===== config.mk =====
export PLATFORM = sky130hd
export DESIGN_NAME = clock_tick_gen_flat
export DESIGN_NICKNAME = d
export VERILOG_FILES = /design/src/rtl/clock_tick_pkg.sv /design/src/rtl/clock_tick_gen_if.sv /design/src/rtl/clock_tick_channel.sv /design/src/rtl/clock_tick_gen.sv /design/src/flat_wrapper.sv
export SDC_FILE = /design/constraint.sdc
export NUM_CORES = 1
export LEC_CHECK = 0
export ABC_AREA = 1
export BUFFER_PORTS_ARGS = -buffer_cell sky130_fd_sc_hd__buf_4
export CAP_MARGIN = 15
export CORE_MARGIN = 4
export CORE_UTILIZATION = 55
export DETAILED_ROUTE_END_ITERATION = 6
export GPL_TIMING_DRIVEN = 0
export HOLD_SLACK_MARGIN = 0.03
export PLACE_DENSITY = 0.76
export SKIP_CTS_REPAIR_TIMING = 1
export SKIP_LAST_GASP = 1
export SLEW_MARGIN = 15
export SYNTH_ARGS = -nofsm -noshare
export SYNTH_HDL_FRONTEND = slang
export SYNTH_SLANG_ARGS = --single-unit

===== constraint.sdc =====
create_clock -name clk_50MHz -period 3.2 [get_ports clk_50MHz]
set_clock_uncertainty 0.1 [all_clocks]
set_input_delay 0.64 -clock clk_50MHz [delete_from_list [all_inputs] [get_ports clk_50MHz]]
set_output_delay 0.64 -clock clk_50MHz [all_outputs]
set_load 0.02 [all_outputs]

===== src/rtl/clock_tick_pkg.sv =====
// ---------------------------------------------------------------------------
// clock_tick_pkg
// Shared definitions for the multi-channel clock/tick generator.
//   ch_state_t         per-channel FSM state encoding
//   DEFAULT_HALF_CYC   reset half-period (0.5 s at 50 MHz)
//   ch_width()         channel-select width for a given channel count
// ---------------------------------------------------------------------------
package clock_tick_pkg;

  // STOP    : output parked low, counter cleared
  // RUN     : free-running square wave
  // STEP_HI : high phase of a single stepped period
  // STEP_LO : low phase of a single stepped period
  typedef enum logic [1:0] {
    STOP    = 2'd0,
    RUN     = 2'd1,
    STEP_HI = 2'd2,
    STEP_LO = 2'd3
  } ch_state_t;

  // Half-period loaded into every channel on reset.
  localparam int unsigned DEFAULT_HALF_CYC = 25_000_000;

  // A single channel still needs a one-bit select so the bus never
  // collapses to zero width.
  function automatic int ch_width(input int num_ch);
    return (num_ch > 1) ? $clog2(num_ch) : 1;
  endfunction

endpackage


===== src/rtl/clock_tick_gen_if.sv =====
// ---------------------------------------------------------------------------
// clock_tick_gen_if
// Half-period configuration channel (valid/ready).
//   cfg_valid  master->slave  update request
//   cfg_ready  slave->master  pending slot free; transfer on valid && ready
//   cfg_ch     master->slave  target channel index
//   cfg_half   master->slave  new half-period in clock cycles (0 disables)
// ---------------------------------------------------------------------------
interface clock_tick_gen_if #(
  parameter int CH_W  = 1,
  parameter int CNT_W = 32
);

  logic             cfg_valid;
  logic             cfg_ready;
  logic [CH_W-1:0]  cfg_ch;
  logic [CNT_W-1:0] cfg_half;

  modport master (
    output cfg_valid,
    output cfg_ch,
    output cfg_half,
    input  cfg_ready
  );

  modport slave (
    input  cfg_valid,
    input  cfg_ch,
    input  cfg_half,
    output cfg_ready
  );

endinterface


===== src/rtl/clock_tick_channel.sv =====
// ---------------------------------------------------------------------------
// clock_tick_channel
// One square-wave/tick channel with run, glitch-free stop and single-step.
//   clk_50MHz  in   clock
//   reset_n    in   synchronous active-low reset
//   run_en     in   level: free-run while high (sampled in STOP and at boundaries)
//   step       in   pulse: one full period, only honoured in STOP
//   apply      in   load new_half (in STOP, or at the boundary it coincides with)
//   new_half   in   half-period to load
//   clk_sq     out  registered square wave
//   tick       out  registered one-cycle pulse on each clk_sq rise
//   boundary   out  current phase ends at the coming edge
//   idle       out  channel is in STOP
// ---------------------------------------------------------------------------
module clock_tick_channel #(
  parameter int          CNT_W        = 32,
  parameter int unsigned DEFAULT_HALF = clock_tick_pkg::DEFAULT_HALF_CYC
) (
  input  logic             clk_50MHz,
  input  logic             reset_n,
  input  logic             run_en,
  input  logic             step,
  input  logic             apply,
  input  logic [CNT_W-1:0] new_half,
  output logic             clk_sq,
  output logic             tick,
  output logic             boundary,
  output logic             idle
);

  import clock_tick_pkg::*;

  ch_state_t        state_q, state_d;
  logic [CNT_W-1:0] cnt_q, cnt_d;
  logic [CNT_W-1:0] half_q, half_d;
  logic             sq_d;
  logic             tick_d;
  logic [CNT_W:0]   cnt_plus1;
  logic             at_limit;

  // Phase end is cnt >= half-1, evaluated one bit wider as cnt+1 >= half so
  // half-1 never underflows and a counter left above a shrunken half still
  // terminates on the next cycle instead of running to wrap-around.
  assign cnt_plus1 = {1'b0, cnt_q} + {{CNT_W{1'b0}}, 1'b1};
  assign at_limit  = (cnt_plus1 >= {1'b0, half_q});

  assign idle     = (state_q == STOP);
  assign boundary = (state_q != STOP) && at_limit;

  // State, counter, half-period and both outputs are plain registers fed by
  // the next-state logic below.
  always_ff @(posedge clk_50MHz) begin
    if (!reset_n) begin
      state_q <= STOP;
      cnt_q   <= '0;
      half_q  <= CNT_W'(DEFAULT_HALF);
      clk_sq  <= 1'b0;
      tick    <= 1'b0;
    end else begin
      state_q <= state_d;
      cnt_q   <= cnt_d;
      half_q  <= half_d;
      clk_sq  <= sq_d;
      tick    <= tick_d;
    end
  end

  // Next-state logic. Everything holds by default and tick is a pulse, so
  // it only goes high on the transitions that raise clk_sq.
  // A new half-period is only ever taken while idle or exactly at a phase
  // boundary, so a phase in progress always finishes with its old length.
  always_comb begin
    state_d = state_q;
    cnt_d   = cnt_q;
    half_d  = half_q;
    sq_d    = clk_sq;
    tick_d  = 1'b0;

    if (state_q == STOP) begin
      cnt_d = '0;
      sq_d  = 1'b0;
      if (apply) begin
        half_d = new_half;
      end
      // run_en has priority over step; a zero half-period keeps the
      // channel parked.
      if (half_q != '0) begin
        if (run_en) begin
          state_d = RUN;
          sq_d    = 1'b1;
          tick_d  = 1'b1;
        end else if (step) begin
          state_d = STEP_HI;
          sq_d    = 1'b1;
          tick_d  = 1'b1;
        end
      end
    end else if (!at_limit) begin
      cnt_d = cnt_q + CNT_W'(1);
    end else begin
      cnt_d = '0;
      if (apply) begin
        half_d = new_half;
      end
      if (apply && (new_half == '0)) begin
        state_d = STOP;
        sq_d    = 1'b0;
      end else begin
        case (state_q)
          RUN: begin
            // High phases always run to completion; run_en is only looked
            // at here, so dropping it can never shorten a high pulse.
            if (clk_sq) begin
              sq_d = 1'b0;
              if (!run_en) begin
                state_d = STOP;
              end
            end else if (run_en) begin
              sq_d   = 1'b1;
              tick_d = 1'b1;
            end else begin
              state_d = STOP;
            end
          end
          STEP_HI: begin
            state_d = STEP_LO;
            sq_d    = 1'b0;
          end
          default: begin
            state_d = STOP;
            sq_d    = 1'b0;
          end
        endcase
      end
    end
  end

endmodule


===== src/rtl/clock_tick_gen.sv =====
// ---------------------------------------------------------------------------
// clock_tick_gen
// Multi-channel, runtime-programmable square-wave and tick generator.
//   clk_50MHz  in   sole clock
//   reset_n    in   synchronous active-low reset
//   cfg        slave modport of clock_tick_gen_if (half-period updates)
//   run_en     in   [NUM_CH] per-channel free-run level
//   step       in   [NUM_CH] per-channel single-period request
//   clk_sq     out  [NUM_CH] registered 50% duty square waves
//   tick       out  [NUM_CH] one-cycle pulses coincident with clk_sq rises
// A single pending slot holds one accepted update until its target channel
// can take it (immediately when stopped, otherwise at its next boundary).
// ---------------------------------------------------------------------------
module clock_tick_gen #(
  parameter  int          NUM_CH       = 2,
  parameter  int          CNT_W        = 32,
  parameter  int unsigned DEFAULT_HALF = clock_tick_pkg::DEFAULT_HALF_CYC,
  localparam int          CH_W         = clock_tick_pkg::ch_width(NUM_CH)
) (
  input  logic              clk_50MHz,
  input  logic              reset_n,
  clock_tick_gen_if.slave   cfg,
  input  logic [NUM_CH-1:0] run_en,
  input  logic [NUM_CH-1:0] step,
  output logic [NUM_CH-1:0] clk_sq,
  output logic [NUM_CH-1:0] tick
);

  import clock_tick_pkg::*;

  logic              pend_valid;
  logic [CH_W-1:0]   pend_ch;
  logic [CNT_W-1:0]  pend_half;
  logic              pend_discard;
  logic              pend_done;
  logic [NUM_CH-1:0] apply_vec;
  logic [NUM_CH-1:0] bound_vec;
  logic [NUM_CH-1:0] idle_vec;

  // The slot is the only buffering, so ready is simply "slot empty".
  assign cfg.cfg_ready = ~pend_valid;

  // Updates aimed at a channel that does not exist are accepted and then
  // dropped one cycle later. When NUM_CH fills the select range no such
  // index can occur.
  if (NUM_CH == (2 ** CH_W)) begin : g_no_discard
    assign pend_discard = 1'b0;
  end else begin : g_discard
    assign pend_discard = pend_valid && (pend_ch >= CH_W'(NUM_CH));
  end

  assign pend_done = pend_discard || (|apply_vec);

  // Pending slot: captures a request when empty, frees itself on the edge
  // that delivers the value to its channel. Capturing only while empty means
  // a request accepted on a boundary edge waits for the following boundary.
  always_ff @(posedge clk_50MHz) begin
    if (!reset_n) begin
      pend_valid <= 1'b0;
      pend_ch    <= '0;
      pend_half  <= '0;
    end else if (pend_valid) begin
      if (pend_done) begin
        pend_valid <= 1'b0;
      end
    end else if (cfg.cfg_valid) begin
      pend_valid <= 1'b1;
      pend_ch    <= cfg.cfg_ch;
      pend_half  <= cfg.cfg_half;
    end
  end

  // One channel per output bit; each one takes the pending value only when
  // it is idle or sitting on a phase boundary.
  for (genvar i = 0; i < NUM_CH; i++) begin : g_ch
    assign apply_vec[i] = pend_valid && (pend_ch == CH_W'(i)) &&
                          (idle_vec[i] || bound_vec[i]);

    clock_tick_channel #(
      .CNT_W        (CNT_W),
      .DEFAULT_HALF (DEFAULT_HALF)
    ) u_ch (
      .clk_50MHz (clk_50MHz),
      .reset_n   (reset_n),
      .run_en    (run_en[i]),
      .step      (step[i]),
      .apply     (apply_vec[i]),
      .new_half  (pend_half),
      .clk_sq    (clk_sq[i]),
      .tick      (tick[i]),
      .boundary  (bound_vec[i]),
      .idle      (idle_vec[i])
    );
  end

endmodule


===== src/flat_wrapper.sv =====
// flat-port wrapper written by rule: the top's interface ports become plain ports
module clock_tick_gen_flat import clock_tick_pkg::*;
#(
  parameter  int          NUM_CH       = 2,
  parameter  int          CNT_W        = 32,
  parameter  int unsigned DEFAULT_HALF = clock_tick_pkg::DEFAULT_HALF_CYC,
  localparam int          CH_W         = clock_tick_pkg::ch_width(NUM_CH)
)
  (clk_50MHz, reset_n, run_en, step, clk_sq, tick, cfg_cfg_valid, cfg_cfg_ch, cfg_cfg_half, cfg_cfg_ready);
  clock_tick_gen_if #(.CH_W((1)), .CNT_W(CNT_W)) cfg_i ();
  input  logic clk_50MHz;
  input  logic reset_n;
  input  logic [NUM_CH-1:0] run_en;
  input  logic [NUM_CH-1:0] step;
  output logic [NUM_CH-1:0] clk_sq;
  output logic [NUM_CH-1:0] tick;
  input wire logic [$bits(cfg_i.cfg_valid)-1:0] cfg_cfg_valid;
  input wire logic [$bits(cfg_i.cfg_ch)-1:0] cfg_cfg_ch;
  input wire logic [$bits(cfg_i.cfg_half)-1:0] cfg_cfg_half;
  output wire logic [$bits(cfg_i.cfg_ready)-1:0] cfg_cfg_ready;
  assign cfg_i.cfg_valid = cfg_cfg_valid;
  assign cfg_i.cfg_ch = cfg_cfg_ch;
  assign cfg_i.cfg_half = cfg_cfg_half;
  assign cfg_cfg_ready = cfg_i.cfg_ready;
  clock_tick_gen #(.NUM_CH(NUM_CH), .CNT_W(CNT_W), .DEFAULT_HALF(DEFAULT_HALF)) u_core (.clk_50MHz(clk_50MHz), .reset_n(reset_n), .cfg(cfg_i), .run_en(run_en), .step(step), .clk_sq(clk_sq), .tick(tick));
endmodule

# After elaboration in Yosys (flattened, before gate mapping)
# Cells that the tools add are included.
[totals]
latchBits = 0
mem_bits_ro = 0
word_cells = 104
ram_bits = 0
ff_bits = 170
n_memories = 0
[op_classes]
mux = 47
reduce_logical = 25
n_bitwise = 3
n_div = 0
n_eq_ne = 10
magnitude_cmp = 2
add_sub_neg = 4
shift = 0
mul = 0
[ops]
columns = ["op", "n"]
rows = [
  ["2-to-1 mux 32 bit", 6],
  ["adder 32 x 1 -> 33 bit (second input constant)", 2],
  ["greater-or-equal comparator 33 x 32 -> 1 bit", 2],
  ["adder 32 x 1 -> 32 bit (second input constant)", 2],
  ["nonzero test 32 bit", 2],
  ["logical NOT 32 bit", 1],
  ["2-to-1 mux 2 bit", 14],
  ["2-to-1 mux 1 bit", 25],
  ["logical AND 1 bit", 8],
  ["inequality test 4 bit (second input constant)", 2],
  ["case mux 2 bit (2 select lines)", 2],
  ["AND reduction 4 bit", 2],
  ["nonzero test 2 bit", 4],
  ["inequality test 3 bit (second input constant)", 2],
  ["OR reduction 3 bit", 2],
  ["== test 2 x 1 -> 1 bit (second input constant)", 2],
  ["== test 2 bit (second input constant)", 2],
  ["logical NOT 2 bit", 2],
  ["inequality test 2 x 1 -> 1 bit (second input constant)", 2],
  ["inverter 1 bit", 3],
  ["logical OR 1 bit", 2],
  ["AND reduction 2 bit", 1],
  ["OR reduction 2 bit", 1],
]

# Depth between registers and ports, before layout
[logic_depth]
word_depth = 9
ltp_mapped = 29
depth_no_buf = 29

# Cells and area by module
# From an unflattened synthesis, not the netlist that was laid out.
[hier_totals]
cells_unflattened = 1510
hier_area_um2 = 10105.9
[by_module_without_submodules]
columns = ["module", "seq_area_each_um2", "area_per_inst_um2", "cells_per_inst", "n_inst"]
rows = [
  ["clock_tick_channel at u_core.g_ch[1].u_ch", 1361.3, 4454.3, 675, 1],
  ["clock_tick_channel at u_core.g_ch[0].u_ch", 1361.3, 4386.7, 679, 1],
  ["clock_tick_gen", 680.7, 1265.0, 156, 1],
]

# Worst setup path after synthesis
# OpenSTA, ideal clock, no wires.
[synth_path]
kind = "reg-to-reg"
from = "register u_core.g_ch[1].u_ch.cnt_q[0]"
to = "register u_core.g_ch[1].u_ch.half_q[26]"
arrival_ns = 3.350
t_required_ns = 2.981
period_less_slack_ns = 3.570
slack_ns = -0.370
stages_incl_launch_ff = 27
path_cell_list = "dfxtp_1 ha_1 nand2_1 nor2_1 nand2_1 nor2_1 nand2_1 nor2_1 inv_1 nor3_1 xor2_1 inv_1 ha_1 nand2_1 nor2_1 nand2_1 nor2_1 nand2_1 nand2_1 nand2_1 nand3_1 nand2_2 nand3_2 nand2_2 buf_4 o21ai_0 a21oi_1"
[synth_between]
elab_chain_cells = 8
[synth_rtl]
columns = ["item", "line", "text"]
rows = [
  ["from (decl)", "clock_tick_channel.sv:34", "logic [CNT_W-1:0] cnt_q, cnt_d;"],
  ["from (signal assigned)", "clock_tick_channel.sv:61", "cnt_q <= cnt_d;"],
  ["adder 32 x 1 -> 33 bit (*)", "clock_tick_channel.sv:44", "assign cnt_plus1 = {1'b0, cnt_q} + {{CNT_W{1'b0}}, 1'b1};"],
  ["via u_core.g_ch[1].u_ch.cnt_plus1[28]", "clock_tick_channel.sv:38", "logic [CNT_W:0] cnt_plus1;"],
  ["greater-or-equal comparator 33 x 32 -> 1 bit (*)", "clock_tick_channel.sv:45", "assign at_limit = (cnt_plus1 >= {1'b0, half_q});"],
  ["logical AND 1 bit", "clock_tick_channel.sv:48", "assign boundary = (state_q != STOP) && at_limit;"],
  ["logical OR 1 bit", "clock_tick_gen.sv:77", "(idle_vec[i] || bound_vec[i]);"],
  ["logical AND 1 bit", "clock_tick_gen.sv:76", "assign apply_vec[i] = pend_valid && (pend_ch == CH_W'(i)) &&"],
  ["2-to-1 mux 32 bit (3 in a row)", "n/a", ""],
  ["to (signal assigned)", "clock_tick_channel.sv:56", "half_q <= CNT_W'(DEFAULT_HALF);"],
  ["to (signal assigned)", "clock_tick_channel.sv:62", "half_q <= half_d;"],
  ["to (decl)", "clock_tick_channel.sv:35", "logic [CNT_W-1:0] half_q, half_d;"],
]
# Mark *: on every way through the listed nets, which the timed path passes. The rest lies on a longest branch. The select of a mux whose other input is x is not followed.
# A chain may end at the register's enable or synchronous reset.

# Final worst setup path
[layout_path]
from = "register u_core.g_ch[0].u_ch.cnt_q[1]"
to = "register u_core.g_ch[0].u_ch.cnt_q[19]"
[layout_between]
elab_chain_cells = 3
[layout_rtl]
columns = ["item", "line"]
rows = [
  ["from (decl)", "clock_tick_channel.sv:34"],
  ["from (signal assigned)", "clock_tick_channel.sv:61"],
  ["adder 32 x 1 -> 33 bit", "clock_tick_channel.sv:44"],
  ["via u_core.g_ch[0].u_ch.cnt_plus1[26]", "clock_tick_channel.sv:38"],
  ["greater-or-equal comparator 33 x 32 -> 1 bit", "clock_tick_channel.sv:45"],
  ["OR reduction 3 bit (no line)", "n/a"],
]
# The timed path passes the listed nets, and every way through them passes these cells.

==> impl_metrics.py <==
metrics = {
    "critical_path": {
        "worst-endpoint-arrival_ns": 4.09,
        "timing_worst_setup_path_type": "flop to flop",
        "cp-end-kind": "flop",
        "cp_data_required_time_ns": 3.46,
        "critPathLaunchType": "flop",
        "highest_net_fanout_along_the_worst_path": 10,
    },
    "clock_tree": {
        "clock_insertion_delay_worst_skew_ns": 0.43,
        "path_clk_slew_ns": 0.06,
        "cts_inserted_buffers": 17,
        "cts_max_path_buffers": 2,
        "cts_sinks": 170,
        "maximum_level_of_the_cts_h_tree": 4,
        "clk_root_buffer_cell": "sky130_fd_sc_hd__clkbuf_16",
        "tritoncts": "built",
    },
    "die": {
        "die_area_um2": 18680,
        "fp.dieH_um": 136.7,
        "ioPinCount": 45,
        "initial_core_util": 0.5671,
        "core-area_um2": 16060,
        "chipWidth_um": 136.7,
        "placementRows": 46,
    },
    "cells_and_area": {
        "antenna_cells": 0,
        "final-seq-area_um2": 3436,
        "finish.instance_area_um2": 11140,
        "mostFrequentLayoutCell": "sky130_fd_sc_hd__inv_1",
        "combined_area_of_the_multi_input_logic_cells_um2": 5167,
        "number_of_fillers_in_the_final_layout": 1319,
        "fin_nets": 1486,
        "drive_above_1_share": 0.1667,
        "flow.area_growth_from_synthesis_pct": 22.35,
        "finalNonFillerCells": 1608,
        "final_cell_mix": "sky130_fd_sc_hd__inv_1 (206), sky130_fd_sc_hd__nand2_1 (203), sky130_fd_sc_hd__nor2_1 (179), sky130_fd_sc_hd__dfxtp_1 (160), sky130_fd_sc_hd__buf_4 (85)",
    },
    "synth": {
        "ys_seq_elements": 170,
        "synth_fp_nets": 1393,
        "postSynthAreaPerCell_um2": 7.076,
        "post_synth_instance_area_um2": 9106,
        "synth-warning-count": 0,
        "synth.lib_cells_used.distinct": 41,
        "sequential_fraction_of_the_synthesis_area": 0.3737,
        "synthCells": 1287,
    },
    "grt": {
        "first_global_vias": 7805,
        "globalRouteTotalUtil": 0.2556,
        "grt_antenna_before_repair": 0,
        "grt.overflow.total": 0,
        "largest_net_degree_at_the_start_of_global_routing": 17,
        "grt_first_pass_wirelength_um": 37740,
    },
    "power_and_ir_drop": {
        "vdd_ir_drop_max_mv": 0.4496,
        "cell_leakage_power_nw": 5.291,
        "power.density_nw_per_um2": 559.3,
    },
    "timing": {
        "worst_slew_pin_slew_ns": 0.6175,
        "final.min_clock_period_ns": 3.828,
        "hold_viol": 0,
        "final-max-slew-violation-count": 0,
        "timing.final.crit_share": 1.196,
        "setup_viol": 137,
        "setup-tns-final_ns": -72.55,
        "timing.slew.headroom": 0.5883,
        "timing.final.ws_setup_ns": -0.6283,
        "grt_setup_unrepaired": "yes",
        "fmaxAchievable_mhz": 261.2,
    },
    "place": {
        "hpwlAfterDp_um": 18310,
        "place.detailed.instances": 1547,
        "io_buffers": 44,
        "placedInstanceArea_um2": 9856,
        "finalWeightedCongestion": 0.8898,
    },
    "route": {
        "wl_per_cell_um": 15.44,
        "antenna_violating_nets_post_route": 0,
        "finalWirelength_um": 24830,
        "route.vias.total": 8809,
        "drc": 0,
        "drt_pass1_iterations": 5,
        "viasPerCell": 5.478,
        "detail_route.iter0.violations": 846,
    },
    "job": {
        "cap_viol_max_count": 0,
    },
    "run_status": {
        "outcome": "finished with violations",
        "failed_checks": "setup timing",
    },
    "hold_path": {
        "holdCritPathClass": "flop to flop",
    },
}
[worst paths after layout]
path                                     start                            end  slack, ns  cells past startpoint
setup / recovery  u_core.g_ch[0].u_ch.cnt_q[1]  u_core.g_ch[0].u_ch.cnt_q[19]      -0.63                     22
setup reg to reg  u_core.g_ch[0].u_ch.cnt_q[1]  u_core.g_ch[0].u_ch.cnt_q[19]      -0.63                     22
hold reg to reg   u_core.g_ch[1].u_ch.cnt_q[0]   u_core.g_ch[1].u_ch.cnt_q[0]       0.36                      1
hold / removal    u_core.g_ch[1].u_ch.cnt_q[0]   u_core.g_ch[1].u_ch.cnt_q[0]       0.36                      1
[logic make-up after synthesis]
logic type      count (synthesis)  synth area share
compound gates                207            0.1252
xor+xnor                       38           0.03655
fa+ha+maj                      66           0.09068
buf+inv                       251            0.1103
flops                         170            0.3737
simple gates                  555            0.2635
[routing by layer]
layer / up-vias / routed length (um) / track usage
met5: - / 0 / 0
met3: 35 / 1871 / 0.04228
met2: 315 / 10980 / 0.3814
li1: 4342 / - / -
met1: 4117 / 11580 / 0.3806
met4: 0 / 396 / 0.07055
[sequential cells by signal (all words and copies together) (netlist names)]
signal and count:
u_core.g_ch.u_ch.clk_sq 2, u_core.g_ch.u_ch.cnt_q 64, u_core.g_ch.u_ch.half_q 64, u_core.g_ch.u_ch.state_q 4, u_core.g_ch.u_ch.tick 2, u_core.pend_ch 1
u_core.pend_half 32, u_core.pend_valid 1
[worst max-delay path, cell delays in order, from the launching register on]
cell and delay (ns):
sky130_fd_sc_hd__dfxtp_2 0.38, sky130_fd_sc_hd__ha_4 0.16, sky130_fd_sc_hd__nand2_4 0.05, sky130_fd_sc_hd__nor2_4 0.13
sky130_fd_sc_hd__nand2_4 0.10, sky130_fd_sc_hd__nor2_4 0.15, sky130_fd_sc_hd__nand4_1 0.17, sky130_fd_sc_hd__nor2_2 0.15
sky130_fd_sc_hd__buf_4 0.13, sky130_fd_sc_hd__nand2_1 0.08, sky130_fd_sc_hd__nor2_1 0.13, sky130_fd_sc_hd__xor2_1 0.21
sky130_fd_sc_hd__ha_1 0.28, sky130_fd_sc_hd__a21oi_1 0.18, sky130_fd_sc_hd__nor2_1 0.06, sky130_fd_sc_hd__a211oi_1 0.20
sky130_fd_sc_hd__nor2_1 0.11, sky130_fd_sc_hd__nor2_4 0.14, sky130_fd_sc_hd__nand4_4 0.16, sky130_fd_sc_hd__or2_1 0.26
sky130_fd_sc_hd__buf_6 0.15, sky130_fd_sc_hd__buf_8 0.15, sky130_fd_sc_hd__nor2_1 0.10
[final cells by class]
type,instances,area share
multi-input cells,866,0.4638
flip-flops and latches,170,0.3084
inverters,210,0.07097
repair buffers,74,0.05300
clock buffers,20,0.04009
plain buffers,41,0.02650
well taps,216,0.02426
clock inverters,11,0.01303
[synthesized netlist by cell type]
| cell type | instances | area share |
|---|---|---|
| sky130_fd_sc_hd__a211oi_1 | 2 | 0.0016 |
| sky130_fd_sc_hd__a21boi_0 | 2 | 0.0016 |
| sky130_fd_sc_hd__a21o_1 | 3 | 0.0025 |
| sky130_fd_sc_hd__a21oi_1 | 80 | 0.044 |
| sky130_fd_sc_hd__a21oi_2 | 1 | 0.00096 |
| sky130_fd_sc_hd__a31o_2 | 1 | 0.00096 |
| sky130_fd_sc_hd__a31oi_1 | 2 | 0.0014 |
| sky130_fd_sc_hd__and3_1 | 3 | 0.0021 |
| sky130_fd_sc_hd__buf_1 | 1 | 0.00041 |
| sky130_fd_sc_hd__buf_2 | 11 | 0.0060 |
| sky130_fd_sc_hd__buf_4 | 5 | 0.0041 |
| sky130_fd_sc_hd__buf_6 | 4 | 0.0049 |
| sky130_fd_sc_hd__clkbuf_1 | 20 | 0.0082 |
| sky130_fd_sc_hd__dfxtp_1 | 170 | 0.37 |
| sky130_fd_sc_hd__ha_1 | 66 | 0.091 |
| sky130_fd_sc_hd__inv_1 | 209 | 0.086 |
| sky130_fd_sc_hd__inv_2 | 1 | 0.00041 |
| sky130_fd_sc_hd__nand2_1 | 223 | 0.092 |
| sky130_fd_sc_hd__nand2_2 | 4 | 0.0027 |
| sky130_fd_sc_hd__nand3_1 | 18 | 0.0099 |
| sky130_fd_sc_hd__nand3_2 | 1 | 0.0011 |
| sky130_fd_sc_hd__nand3b_1 | 2 | 0.0016 |
| sky130_fd_sc_hd__nand4_1 | 32 | 0.022 |
| sky130_fd_sc_hd__nand4_2 | 1 | 0.0014 |
| sky130_fd_sc_hd__nor2_1 | 205 | 0.085 |
| sky130_fd_sc_hd__nor2_2 | 4 | 0.0027 |
| sky130_fd_sc_hd__nor2_4 | 2 | 0.0025 |
| sky130_fd_sc_hd__nor3_1 | 16 | 0.0088 |
| sky130_fd_sc_hd__nor3_2 | 4 | 0.0044 |
| sky130_fd_sc_hd__nor3b_1 | 3 | 0.0025 |
| sky130_fd_sc_hd__nor4_1 | 32 | 0.022 |
| sky130_fd_sc_hd__o211ai_1 | 24 | 0.020 |
| sky130_fd_sc_hd__o21ai_0 | 88 | 0.048 |
| sky130_fd_sc_hd__o21bai_1 | 1 | 0.00082 |
| sky130_fd_sc_hd__o21bai_2 | 1 | 0.0012 |
| sky130_fd_sc_hd__o221ai_1 | 2 | 0.0019 |
| sky130_fd_sc_hd__or2_1 | 1 | 0.00069 |
| sky130_fd_sc_hd__or2_2 | 3 | 0.0021 |
| sky130_fd_sc_hd__or3_1 | 1 | 0.00069 |
| sky130_fd_sc_hd__xnor2_1 | 7 | 0.0067 |
| sky130_fd_sc_hd__xor2_1 | 31 | 0.030 |
[stage by stage]
| stage | worst slack, ns | hold WS (ns) | utilization | power [mW] |
|---|---|---|---|---|
| final | -0.6283 | 0.3606 | 0.6939 | 6.231 |
| after global routing | -0.8440 | 0.3742 | 0.6939 | 6.520 |
| after CTS | -0.8823 | 0.3557 | 0.6506 | 5.954 |
| after detailed placement | -0.8560 | 0.3538 | 0.6138 | 3.862 |
| after global placement | -0.7692 | 0.3503 | 0.6138 | 3.825 |
| after floorplan | -0.1643 | 0.3324 | - | 3.447 |
[where the power goes]
group / leakage (nW) / internal, mW / total (mW) / switching (mW)
registers: 1.39 / 2.32 / 2.49 / 0.166
logic: 3.62 / 0.658 / 1.63 / 0.975
clock network: 0.283 / 1.24 / 2.11 / 0.864
Note: power is estimated with default switching activity, not from simulation.
